[src/rtl/serpent_pkg.sv]
// Shared Serpent definitions: S-box tables (forward and inverse), the
// substitution-unit state encoding and bitsliced column helpers.
package serpent_pkg;

  localparam int BLOCK_W = 128;
  localparam int COLS    = 32;

  typedef enum logic [1:0] {
    IDLE = 2'd0,
    BUSY = 2'd1,
    DONE = 2'd2
  } state_e;

  // Forward Serpent S-boxes S0..S7
  localparam logic [3:0] FWD_SBOX [8][16] = '{
    '{4'd3,  4'd8,  4'd15, 4'd1,  4'd10, 4'd6,  4'd5,  4'd11, 4'd14, 4'd13, 4'd4,  4'd2,  4'd7,  4'd0,  4'd9,  4'd12},
    '{4'd15, 4'd12, 4'd2,  4'd7,  4'd9,  4'd0,  4'd5,  4'd10, 4'd1,  4'd11, 4'd14, 4'd8,  4'd6,  4'd13, 4'd3,  4'd4 },
    '{4'd8,  4'd6,  4'd7,  4'd9,  4'd3,  4'd12, 4'd10, 4'd15, 4'd13, 4'd1,  4'd14, 4'd4,  4'd0,  4'd11, 4'd5,  4'd2 },
    '{4'd0,  4'd15, 4'd11, 4'd8,  4'd12, 4'd9,  4'd6,  4'd3,  4'd13, 4'd1,  4'd2,  4'd4,  4'd10, 4'd7,  4'd5,  4'd14},
    '{4'd1,  4'd15, 4'd8,  4'd3,  4'd12, 4'd0,  4'd11, 4'd6,  4'd2,  4'd5,  4'd4,  4'd10, 4'd9,  4'd14, 4'd7,  4'd13},
    '{4'd15, 4'd5,  4'd2,  4'd11, 4'd4,  4'd10, 4'd9,  4'd12, 4'd0,  4'd3,  4'd14, 4'd8,  4'd13, 4'd6,  4'd7,  4'd1 },
    '{4'd7,  4'd2,  4'd12, 4'd5,  4'd8,  4'd4,  4'd6,  4'd11, 4'd14, 4'd9,  4'd1,  4'd15, 4'd13, 4'd3,  4'd10, 4'd0 },
    '{4'd1,  4'd13, 4'd15, 4'd0,  4'd14, 4'd8,  4'd2,  4'd11, 4'd7,  4'd4,  4'd12, 4'd10, 4'd9,  4'd3,  4'd5,  4'd6 }
  };

  // Inverse Serpent S-boxes InvS0..InvS7
  localparam logic [3:0] INV_SBOX [8][16] = '{
    '{4'd13, 4'd3,  4'd11, 4'd0,  4'd10, 4'd6,  4'd5,  4'd12, 4'd1,  4'd14, 4'd4,  4'd7,  4'd15, 4'd9,  4'd8,  4'd2 },
    '{4'd5,  4'd8,  4'd2,  4'd14, 4'd15, 4'd6,  4'd12, 4'd3,  4'd11, 4'd4,  4'd7,  4'd9,  4'd1,  4'd13, 4'd10, 4'd0 },
    '{4'd12, 4'd9,  4'd15, 4'd4,  4'd11, 4'd14, 4'd1,  4'd2,  4'd0,  4'd3,  4'd6,  4'd13, 4'd5,  4'd8,  4'd10, 4'd7 },
    '{4'd0,  4'd9,  4'd10, 4'd7,  4'd11, 4'd14, 4'd6,  4'd13, 4'd3,  4'd5,  4'd12, 4'd2,  4'd4,  4'd8,  4'd15, 4'd1 },
    '{4'd5,  4'd0,  4'd8,  4'd3,  4'd10, 4'd9,  4'd7,  4'd14, 4'd2,  4'd12, 4'd11, 4'd6,  4'd4,  4'd15, 4'd13, 4'd1 },
    '{4'd8,  4'd15, 4'd2,  4'd9,  4'd4,  4'd1,  4'd13, 4'd14, 4'd11, 4'd6,  4'd5,  4'd3,  4'd7,  4'd12, 4'd10, 4'd0 },
    '{4'd15, 4'd10, 4'd1,  4'd13, 4'd5,  4'd3,  4'd6,  4'd0,  4'd4,  4'd9,  4'd14, 4'd7,  4'd2,  4'd12, 4'd8,  4'd11},
    '{4'd3,  4'd0,  4'd6,  4'd13, 4'd9,  4'd14, 4'd15, 4'd8,  4'd5,  4'd12, 4'd11, 4'd7,  4'd10, 4'd1,  4'd4,  4'd2 }
  };

  // Gather column c of a bitsliced block; word 0 supplies the MSB.
  // Column c lives at bits c, c+32, c+64, c+96, i.e. {k, c} for word k.
  function automatic logic [3:0] get_col(input logic [BLOCK_W-1:0] w,
                                         input logic [4:0]         c);
    return {w[{2'b00, c}], w[{2'b01, c}], w[{2'b10, c}], w[{2'b11, c}]};
  endfunction

  // Scatter a nibble back into column c, leaving every other bit untouched.
  function automatic logic [BLOCK_W-1:0] put_col(input logic [BLOCK_W-1:0] w,
                                                 input logic [4:0]         c,
                                                 input logic [3:0]         nib);
    logic [BLOCK_W-1:0] r;
    r = w;
    r[{2'b00, c}] = nib[3];
    r[{2'b01, c}] = nib[2];
    r[{2'b10, c}] = nib[1];
    r[{2'b11, c}] = nib[0];
    return r;
  endfunction

endpackage

[src/rtl/inv_sbox_nibble.sv]
// One inverse Serpent S-box lane: a pure 4-bit table lookup.
module inv_sbox_nibble
  import serpent_pkg::*;
(
  input  logic [2:0] sel,
  input  logic [3:0] nib_i,
  output logic [3:0] nib_o
);

  // Table lookup selected by the latched S-box index
  always_comb begin
    nib_o = INV_SBOX[sel][nib_i];
  end

endmodule

[src/rtl/inv_s_box.sv]
// Sequential inverse Serpent S-box unit. Accepts a bitsliced block, rewrites
// LANES nibble columns per clock in place, then holds the result until taken.
module inv_s_box
  import serpent_pkg::*;
#(
  parameter int LANES = 8
) (
  input  logic               clk,
  input  logic               n_rst,
  input  logic               in_valid,
  output logic               in_ready,
  input  logic [2:0]         sel,
  input  logic [BLOCK_W-1:0] in_data,
  output logic               out_valid,
  input  logic               out_ready,
  output logic [BLOCK_W-1:0] out_data
);

  localparam int N     = (LANES > 0) ? (COLS / LANES) : 1;
  localparam int CNT_W = (N > 1) ? $clog2(N) : 1;
  localparam int LOG_L = (LANES > 1) ? $clog2(LANES) : 0;
  localparam logic [CNT_W-1:0] CNT_LAST = CNT_W'(N - 1);

  if ((LANES < 1) || (LANES > COLS) || ((COLS % LANES) != 0)) begin : g_bad_lanes
    $error("inv_s_box: LANES=%0d does not divide %0d", LANES, COLS);
  end

  state_e             state_q, state_d;
  logic [BLOCK_W-1:0] work_q,  work_d;
  logic [CNT_W-1:0]   cnt_q,   cnt_d;
  logic [2:0]         sel_q,   sel_d;

  logic [4:0]         col_base;
  logic [LANES*5-1:0] lane_col;
  logic [LANES*4-1:0] lane_nib_in;
  logic [LANES*4-1:0] lane_nib_out;

  // Column addresses and source nibbles for the lanes active in this pass
  always_comb begin
    col_base    = 5'(cnt_q) << LOG_L;
    lane_col    = '0;
    lane_nib_in = '0;
    for (int l = 0; l < LANES; l++) begin
      lane_col[l*5 +: 5]    = col_base + 5'(l);
      lane_nib_in[l*4 +: 4] = get_col(work_q, lane_col[l*5 +: 5]);
    end
  end

  for (genvar g = 0; g < LANES; g++) begin : g_lane
    inv_sbox_nibble u_nib (
      .sel   (sel_q),
      .nib_i (lane_nib_in[g*4 +: 4]),
      .nib_o (lane_nib_out[g*4 +: 4])
    );
  end

  // Next-state logic: load on accept, substitute in place, hold until taken
  always_comb begin
    state_d = state_q;
    work_d  = work_q;
    cnt_d   = cnt_q;
    sel_d   = sel_q;
    case (state_q)
      IDLE: begin
        if (in_valid) begin
          work_d  = in_data;
          sel_d   = sel;
          cnt_d   = '0;
          state_d = BUSY;
        end
      end
      BUSY: begin
        for (int l = 0; l < LANES; l++) begin
          work_d = put_col(work_d, lane_col[l*5 +: 5], lane_nib_out[l*4 +: 4]);
        end
        if (cnt_q == CNT_LAST) begin
          cnt_d   = '0;
          state_d = DONE;
        end else begin
          cnt_d = cnt_q + CNT_W'(1);
        end
      end
      DONE: begin
        if (out_ready) begin
          state_d = IDLE;
        end
      end
      default: begin
        state_d = IDLE;
      end
    endcase
  end

  // State register with synchronous active-low reset
  always_ff @(posedge clk) begin
    if (!n_rst) begin
      state_q <= IDLE;
      work_q  <= '0;
      cnt_q   <= '0;
      sel_q   <= '0;
    end else begin
      state_q <= state_d;
      work_q  <= work_d;
      cnt_q   <= cnt_d;
      sel_q   <= sel_d;
    end
  end

  // Handshake outputs decode the registered state only
  always_comb begin
    in_ready  = (state_q == IDLE);
    out_valid = (state_q == DONE);
    out_data  = work_q;
  end

endmodule
[config.mk]
export PLATFORM = sky130hd
export DESIGN_NAME = inv_s_box
export DESIGN_NICKNAME = d
export VERILOG_FILES = /design/src/rtl/serpent_pkg.sv /design/src/rtl/inv_sbox_nibble.sv /design/src/rtl/inv_s_box.sv
export SDC_FILE = /design/constraint.sdc
export NUM_CORES = 1
export LEC_CHECK = 0
export CORE_MARGIN = 2
export CORE_UTILIZATION = 35
export CTS_CLUSTER_DIAMETER = 50
export DETAILED_ROUTE_END_ITERATION = 10
export GPL_TIMING_DRIVEN = 0
export PLACE_DENSITY_LB_ADDON = 0.3
export SETUP_SLACK_MARGIN = 0.5
export SLEW_MARGIN = 5
export SYNTH_ARGS = -nofsm -noshare
export SYNTH_HDL_FRONTEND = slang
export SYNTH_SLANG_ARGS = --single-unit
[constraint.sdc]
create_clock -name clk -period 3.5 [get_ports clk]
set_input_delay 1.05 -clock clk [delete_from_list [all_inputs] [get_ports clk]]
set_output_delay 1.05 -clock clk [all_outputs]
set_load 0.1 [all_outputs]
======== Yosys cells after proc, flatten, opt, wreduce, memory -nomap -nowiden ========
Memories as Yosys holds them, arrays and structs flattened.
Index checks and enable logic that the tools add are counted.
word-level totals
  flip-flop bits (word level) ............. 135
  bits in latches ......................... 0
  RAM bits ................................ 0
  bits in read-only memories .............. 512
  output and inout bits ................... 130
  word-level logic and storage cells ...... 333
  memories kept ........................... 1
operators by class
  add/sub/neg operators ................... 8
  multipliers ............................. 0
  divide/modulo/power cells ............... 0
  $lt $le $gt $ge ......................... 73
  equality and inequality tests ........... 6
  shifts and indexed selects .............. 0
  multiplexer cells ....................... 195
  bitwise operators ....................... 9
  reduce and logical (&&, ||, !) cells .... 37
memory list
  memory            words  width  rd ports  clocked after memory_dff  write ports  RTL line               source
  (name not given)  8      64     1         0                         0            inv_sbox_nibble.sv:12  nib_o = INV_SBOX[sel][nib_i];
operators with widths
  cell                                                         count
  bitwise mux 128 bit                                          32
  one-hot mux 128 bit (2 select lines)                         1
  binary-select mux 1 bit (select 5 bit)                       28
  demux 1 bit (select 5 bit)                                   28
  binary-select mux 4 bit (select 4 bit)                       8
  less-than comparator 7 x 8 -> 1 bit (second input constant)  16
  two-way mux 128 bit                                          1
  two-way mux 64 bit                                           2
  >= comparator 7 x 1 -> 1 bit (second input constant)         16
  less-than comparator 5 x 8 -> 1 bit (second input constant)  8
  less-than comparator 6 x 8 -> 1 bit (second input constant)  8
  two-way mux 1 bit                                            64
  two-way mux 4 bit                                            16
  >= comparator 6 x 1 -> 1 bit (second input constant)         8
  >= comparator 5 x 1 -> 1 bit (second input constant)         8
  >= comparator 5 bit (second input constant)                  8
  NOT 4 -> 5 bit                                               8
  logical AND 1 bit                                            32
  adder 5 x 3 -> 5 bit (second input constant)                 4
  adder 5 x 2 -> 5 bit (second input constant)                 2
  two-way mux 2 bit                                            5
  binary-select mux 1 bit (select 2 bit)                       4
  demux 1 bit (select 2 bit)                                   4
  one-hot mux 2 bit (3 select lines)                           1
  13 further kinds                                             16

======== Longest topological paths before layout ========
  depth after elaboration ................. 40
  depth in mapped cells ................... 12

======== Cells and area by module ========
From an unflattened synthesis, not the netlist that was laid out.
second synthesis, totals
  cell total of the unflattened synthesis .. 1924
  area total of the unflattened synthesis .. 14981.9 µm²
modules (own cells, without submodules)
  module                                 instances  cells an instance  area an instance (µm²)  seq. area each (µm²)
  inv_s_box                              1          669                6476.2                  2702.6
  inv_sbox_nibble (g_lane[0].u_nib ...)  4          156                1061.0                  0.0
  inv_sbox_nibble (g_lane[4].u_nib ...)  3          156                1073.5                  0.0
  inv_sbox_nibble (g_lane[7].u_nib)      1          163                1041.0                  0.0

======== Worst setup path after synthesis ========
OpenSTA, ideal clock, no wires.
  kind .................................... register -> register
  start ................................... reg state_q[0]
  end ..................................... reg work_q[78] (netlist: out_data[78])
  library setup time ...................... 68 ps
  data arrival time ....................... 3080 ps
  setup slack ............................. 352 ps
  cell stages (with the launch flop) ...... 10
  buffers on the path ..................... 4
  cells stage by stage .................... dfxtp_1 -> clkbuf_1 -> nor2_1 -> and2_1 -> clkbuf_1 -> clkbuf_1 -> buf_1 -> a22o_1 -> nand2_1 -> o21ai_2
on the way
  longest elaborated chain between the ends .. 3
  elaborated cells on any way between the ends .. 6
  classes of those cells .................. 2 x eq/ne; 1 x mux; 3 x reduce/logical
RTL lines
  item                                                                          RTL line          source
  start: declaration                                                            inv_s_box.sv:28   state_e state_q, state_d;
  start signal: assignment                                                      inv_s_box.sv:102  state_q <= state_d;
  logical NOT 2 bit *                                                           --
  named net in_ready                                                            inv_s_box.sv:11   output logic in_ready,
  inequality test 2 bit (no line) / nonzero test 2 bit (equally long branches)  --
  AND reduction 2 bit (no line)                                                 --
  end signal: assignment                                                        inv_s_box.sv:103  work_q <= work_d;
  end: declaration                                                              inv_s_box.sv:29   logic [BLOCK_W-1:0] work_q, work_d;
Mark *: on every way through the listed nets, which the timed path passes. The rest lies on a longest branch.
A chain may end at the register's enable or synchronous reset.

======== Worst setup path in the final report ========
  start ................................... reg cnt_q[1]
  end ..................................... reg work_q[105] (netlist: out_data[105])
on the way
  longest elaborated chain between the ends .. 39
  elaborated cells on any way between the ends .. 171
  classes of those cells .................. 7 x add/sub; 14 x order compare; 135 x mux; 8 x bitwise; 7 x reduce/logical
RTL lines
  item                                                                           RTL line           source
  start: declaration                                                             inv_s_box.sv:30    logic [CNT_W-1:0] cnt_q, cnt_d;
  start signal: assignment                                                       inv_s_box.sv:104   cnt_q <= cnt_d;
  parallel branches: the longest is 37 deep, another holds adder 5 x 1 -> 5 bit  --
  bitwise mux 128 bit *                                                          serpent_pkg.sv:54  r[{2'b11, c}] = nib[0];
  one-hot mux 128 bit (2 select lines) *                                         inv_s_box.sv:63    case (state_q)
Mark *: on every way between the ends. The select of a mux whose other input is x is not followed.

==> flow_metrics.env <==
export IMPL_num_antenna_cells=0
export IMPL_synth_cells=1575
export IMPL_grt_pass1_vias=14700
export IMPL_period_needed_ns=2.98
export IMPL_clockRootBuffer="clkbuf_16"
export IMPL_dr_first_iter_drc_count=2493
export IMPL_floorplan_die_area_um2=37900
export IMPL_endpoint_kind="register"
export IMPL_globalRouteMet3Util_pct=10.1
export IMPL_postSynth_topFlopCell="dfxtp_1"
export IMPL_routed_wire_length_per_instance_um=32.5
export IMPL_global_routing_met1_resource_utilization_pct=52.7
export IMPL_slowest_delay_ns=0.45
export IMPL_core_area_um2=35700
export IMPL_hold_depth=2
export IMPL_tritoncts="done"
export IMPL_grt_total_usage_pct=39.5
export IMPL_post_detail_place_hpwl_mm=57.4
export IMPL_r2r_end="out_data[105]"
export IMPL_cts_buffers=17
export IMPL_floorplan_initialDensity_pct=35.7
export IMPL_detail_route_first_pass_iterations=8
export IMPL_timing_reg2reg_setup_slack_ns=0.52
export IMPL_worst_slew_pin_transition_ns=1.07
export IMPL_min_from="out_data[46]"
export IMPL_fin_crit_sh_pct=85.3
export IMPL_io_pins=265
export IMPL_nFillCells=3531
export IMPL_crit_slowest_cell="mux4_2"
export IMPL_cp_arrival_ns=3.31
export IMPL_use_met2_pct=59.2
export IMPL_die_height_um=195
export IMPL_ys_ff_latch=135
export IMPL_critical_path_max_fanout=10
export IMPL_synth_top_cells_by_count="203 x nand2_1, 164 x a22o_1, 135 x dfxtp_1"
export IMPL_cts_htree_levels=4
export IMPL_cellLeakagePower_nw=6.94
export IMPL_ant_nets=0
export IMPL_synth_sequential_area_ratio_pct=21.2
export IMPL_critPathRequiredTime_ns=3.83
export IMPL_synth_largest_area_cell="dfxtp_1"
export IMPL_cp_common_cell="buf_2"
export IMPL_drive_gt1_share_pct=19.4
export IMPL_timing_slew_headroom_pct=29.3
export IMPL_global_route_wire_length_before_repair_mm=108
export IMPL_setup_worst_path_start_class="register"
export IMPL_grt_ovfl_total=0
export IMPL_port_buffers=264
export IMPL_place_congestion=1.03
export IMPL_vias_per_cell=6.71
export IMPL_synth_area_top_cells="dfxtp_1 21%, a22o_1 11%, mux4_2 9.4%"
export IMPL_finalSetupViolCount=0
export IMPL_worstSetupPathType="register to register"
export IMPL_outcome="finished, final reports clean"
export IMPL_yosys_area_top_type_share_pct=21.2
export IMPL_mappedNetlistArea_um2=12700
export IMPL_floorplan_die_width_um=195
export IMPL_later_pin_clock_latency_in_the_skew_report_ns=0.44
export IMPL_clock_tree_buffer_depth=2
export IMPL_drt_total_wl_mm=76.9
export IMPL_clock_fmax_mhz=335
export IMPL_r2r_cells=8
export IMPL_synth_nets=1722
export IMPL_areaGrowthSynthToFinish_pct=36.9
export IMPL_worstHoldPathType="register to register"
export IMPL_drc_errors=0
export IMPL_r2r_start="cnt_q[1]"
export IMPL_path_cells="buf_2 -> mux4_2 -> buf_2 -> buf_2 -> o211a_1 -> a211oi_1 -> mux2i_4 -> a22o_1"
export IMPL_rsz0062_at_grt="yes"
export IMPL_cellPowerDensity_nw_per_um2=504
export IMPL_std_cell_rows=69
export IMPL_final_util_pct=48.9
export IMPL_synth_cell_type_count=90
export IMPL_yosysMostFrequentCell="nand2_1"
export IMPL_clkSlewWorstSetupHoldPaths_ns=0.07
export IMPL_synth_area_per_cell_um2=8.08
export IMPL_fin_cells=2367
export IMPL_finalNetCount=2041
export IMPL_busiest_layer="met2"
export IMPL_fin_total_pwr_w=0.00877
export IMPL_ys_warnings_count=0
export IMPL_finalMaxSlewViolations=0
export IMPL_synth_edf_count=0
export IMPL_final_hold_viol_count=0
export IMPL_synthArstFlopShare_pct=0
export IMPL_vias=15900
export IMPL_grt_start_max_net_pins=17
export IMPL_antenna_found_initial=1
export IMPL_drv_max_cap_violation_count=0
export IMPL_holdPathEnd="out_data[46]"
export IMPL_clock_sinks=135
export IMPL_worst_ir_drop_vdd_v=0.000370
export IMPL_numPlacedInstances=2303
export IMPL_clock_skew_ns=0.0114
==> per-layer routing <==
| layer | vias up | wire length [um] |
|---|---|---|
| met5 | - | 0 |
| met4 | 0 | 4160 |
| met3 | 245 | 9360 |
| met2 | 1254 | 33000 |
| met1 | 7743 | 30400 |
| li1 | 6648 | - |
==> per-stage QoR <==
stage          setup slack, ns  area, um2  hold WS (ns)  TNS, ns
5_1_grt                  0.489      17400         0.642        0
2_1_floorplan            0.490      12700         0.680        0
3_3_place_gp             -1.53      15900         0.601  -116.78
4_1_cts                  0.474      17100         0.614        0
3_5_place_dp             -1.20      16000         0.596   -80.69
6_report                 0.516      17400         0.620        0
==> power by group <==
group          leakage (nW)  internal [W]  switching (W)  total, W
Combinational          5.54       0.00162        0.00341   0.00503
Clock                 0.288       0.00113       0.000777   0.00190
Sequential             1.11       0.00168       0.000163   0.00184
==> worst max-delay path, delay by kind of cell (launching register included) <==
kind / cells / cell delay [ns]
buffers and inverters: 3 / 0.89
AOI/OAI and AO/OA: 3 / 0.89
muxes: 2 / 0.65
DFF: 1 / 0.43
==> timing repair <==
item,CTS,global route
hold buffers,0,0
setup endpoints to repair,255,134
pin swaps,8,6
resized for setup,282,84
setup buffers,19,14
==> state kept, by name (all words and copies together), names as in the netlist <==
| register | cells |
|---|---|
| state_q | 2 |
| out_data | 128 |
| sel_q | 3 |
| cnt_q | 2 |
==> cell families after synthesis <==
family / count (synthesis) / synth area share, %
simple gates: 464 / 16.8
xor+xnor: 25 / 1.72
flops: 135 / 21.2
mux: 152 / 17.5
compound gates: 592 / 34.5
fa+ha+maj: 12 / 1.18
buf+inv: 195 / 6.99
==> cells in the final DEF, fill, tap and decap left out, types with 17 or more instances in the layout <==
master,n
mux2_2,23
clkbuf_16,18
clkbuf_2,24
o22ai_1,19
mux4_2,53
o211ai_1,33
o21ai_1,78
nor2_1,89
a21oi_1,44
a22o_1,164
clkbuf_1,51
dfxtp_1,131
dlygate4sd2_1,122
nand2b_1,25
nand3_1,26
xnor2_1,20
buf_2,46
clkdlybuf4s50_1,134
a211oi_1,25
buf_4,42
mux2i_1,57
o21ai_0,59
nor3_1,17
inv_1,19
nor2b_1,33
nand2_1,196
==> final cells by class <==
| class | count | area [um2] | area share [%] |
|---|---|---|---|
| Buffer | 168 | 1000 | 5.75 |
| Clock buffer | 18 | 429 | 2.46 |
| Clock inverter | 13 | 168 | 0.963 |
| Inverter | 27 | 115 | 0.661 |
| Multi-Input combinational cell | 1245 | 9600 | 55.1 |
| Sequential cell | 135 | 2710 | 15.6 |
| Tap cell | 461 | 577 | 3.31 |
| Timing Repair Buffer | 300 | 2820 | 16.2 |
==> worst max-delay path by stage <==
| stage | start | endpoint | slack, ns | cells past startpoint |
|---|---|---|---|---|
| final | cnt_q[1] | out_data[105] | 0.52 | 8 |
| after global routing | sel_q[1] | out_data[98] | 0.49 | 12 |
| after CTS | sel_q[1] | out_data[104] | 0.47 | 12 |
| after detailed placement | sel_q[1] | out_data[10] | -1.20 | 11 |
| after global placement | sel_q[1] | out_data[77] | -1.53 | 11 |
| after floorplan | state_q[1] | out_valid | 0.49 | 2 |
No activity file was read; power rests on OpenSTA's default activity.
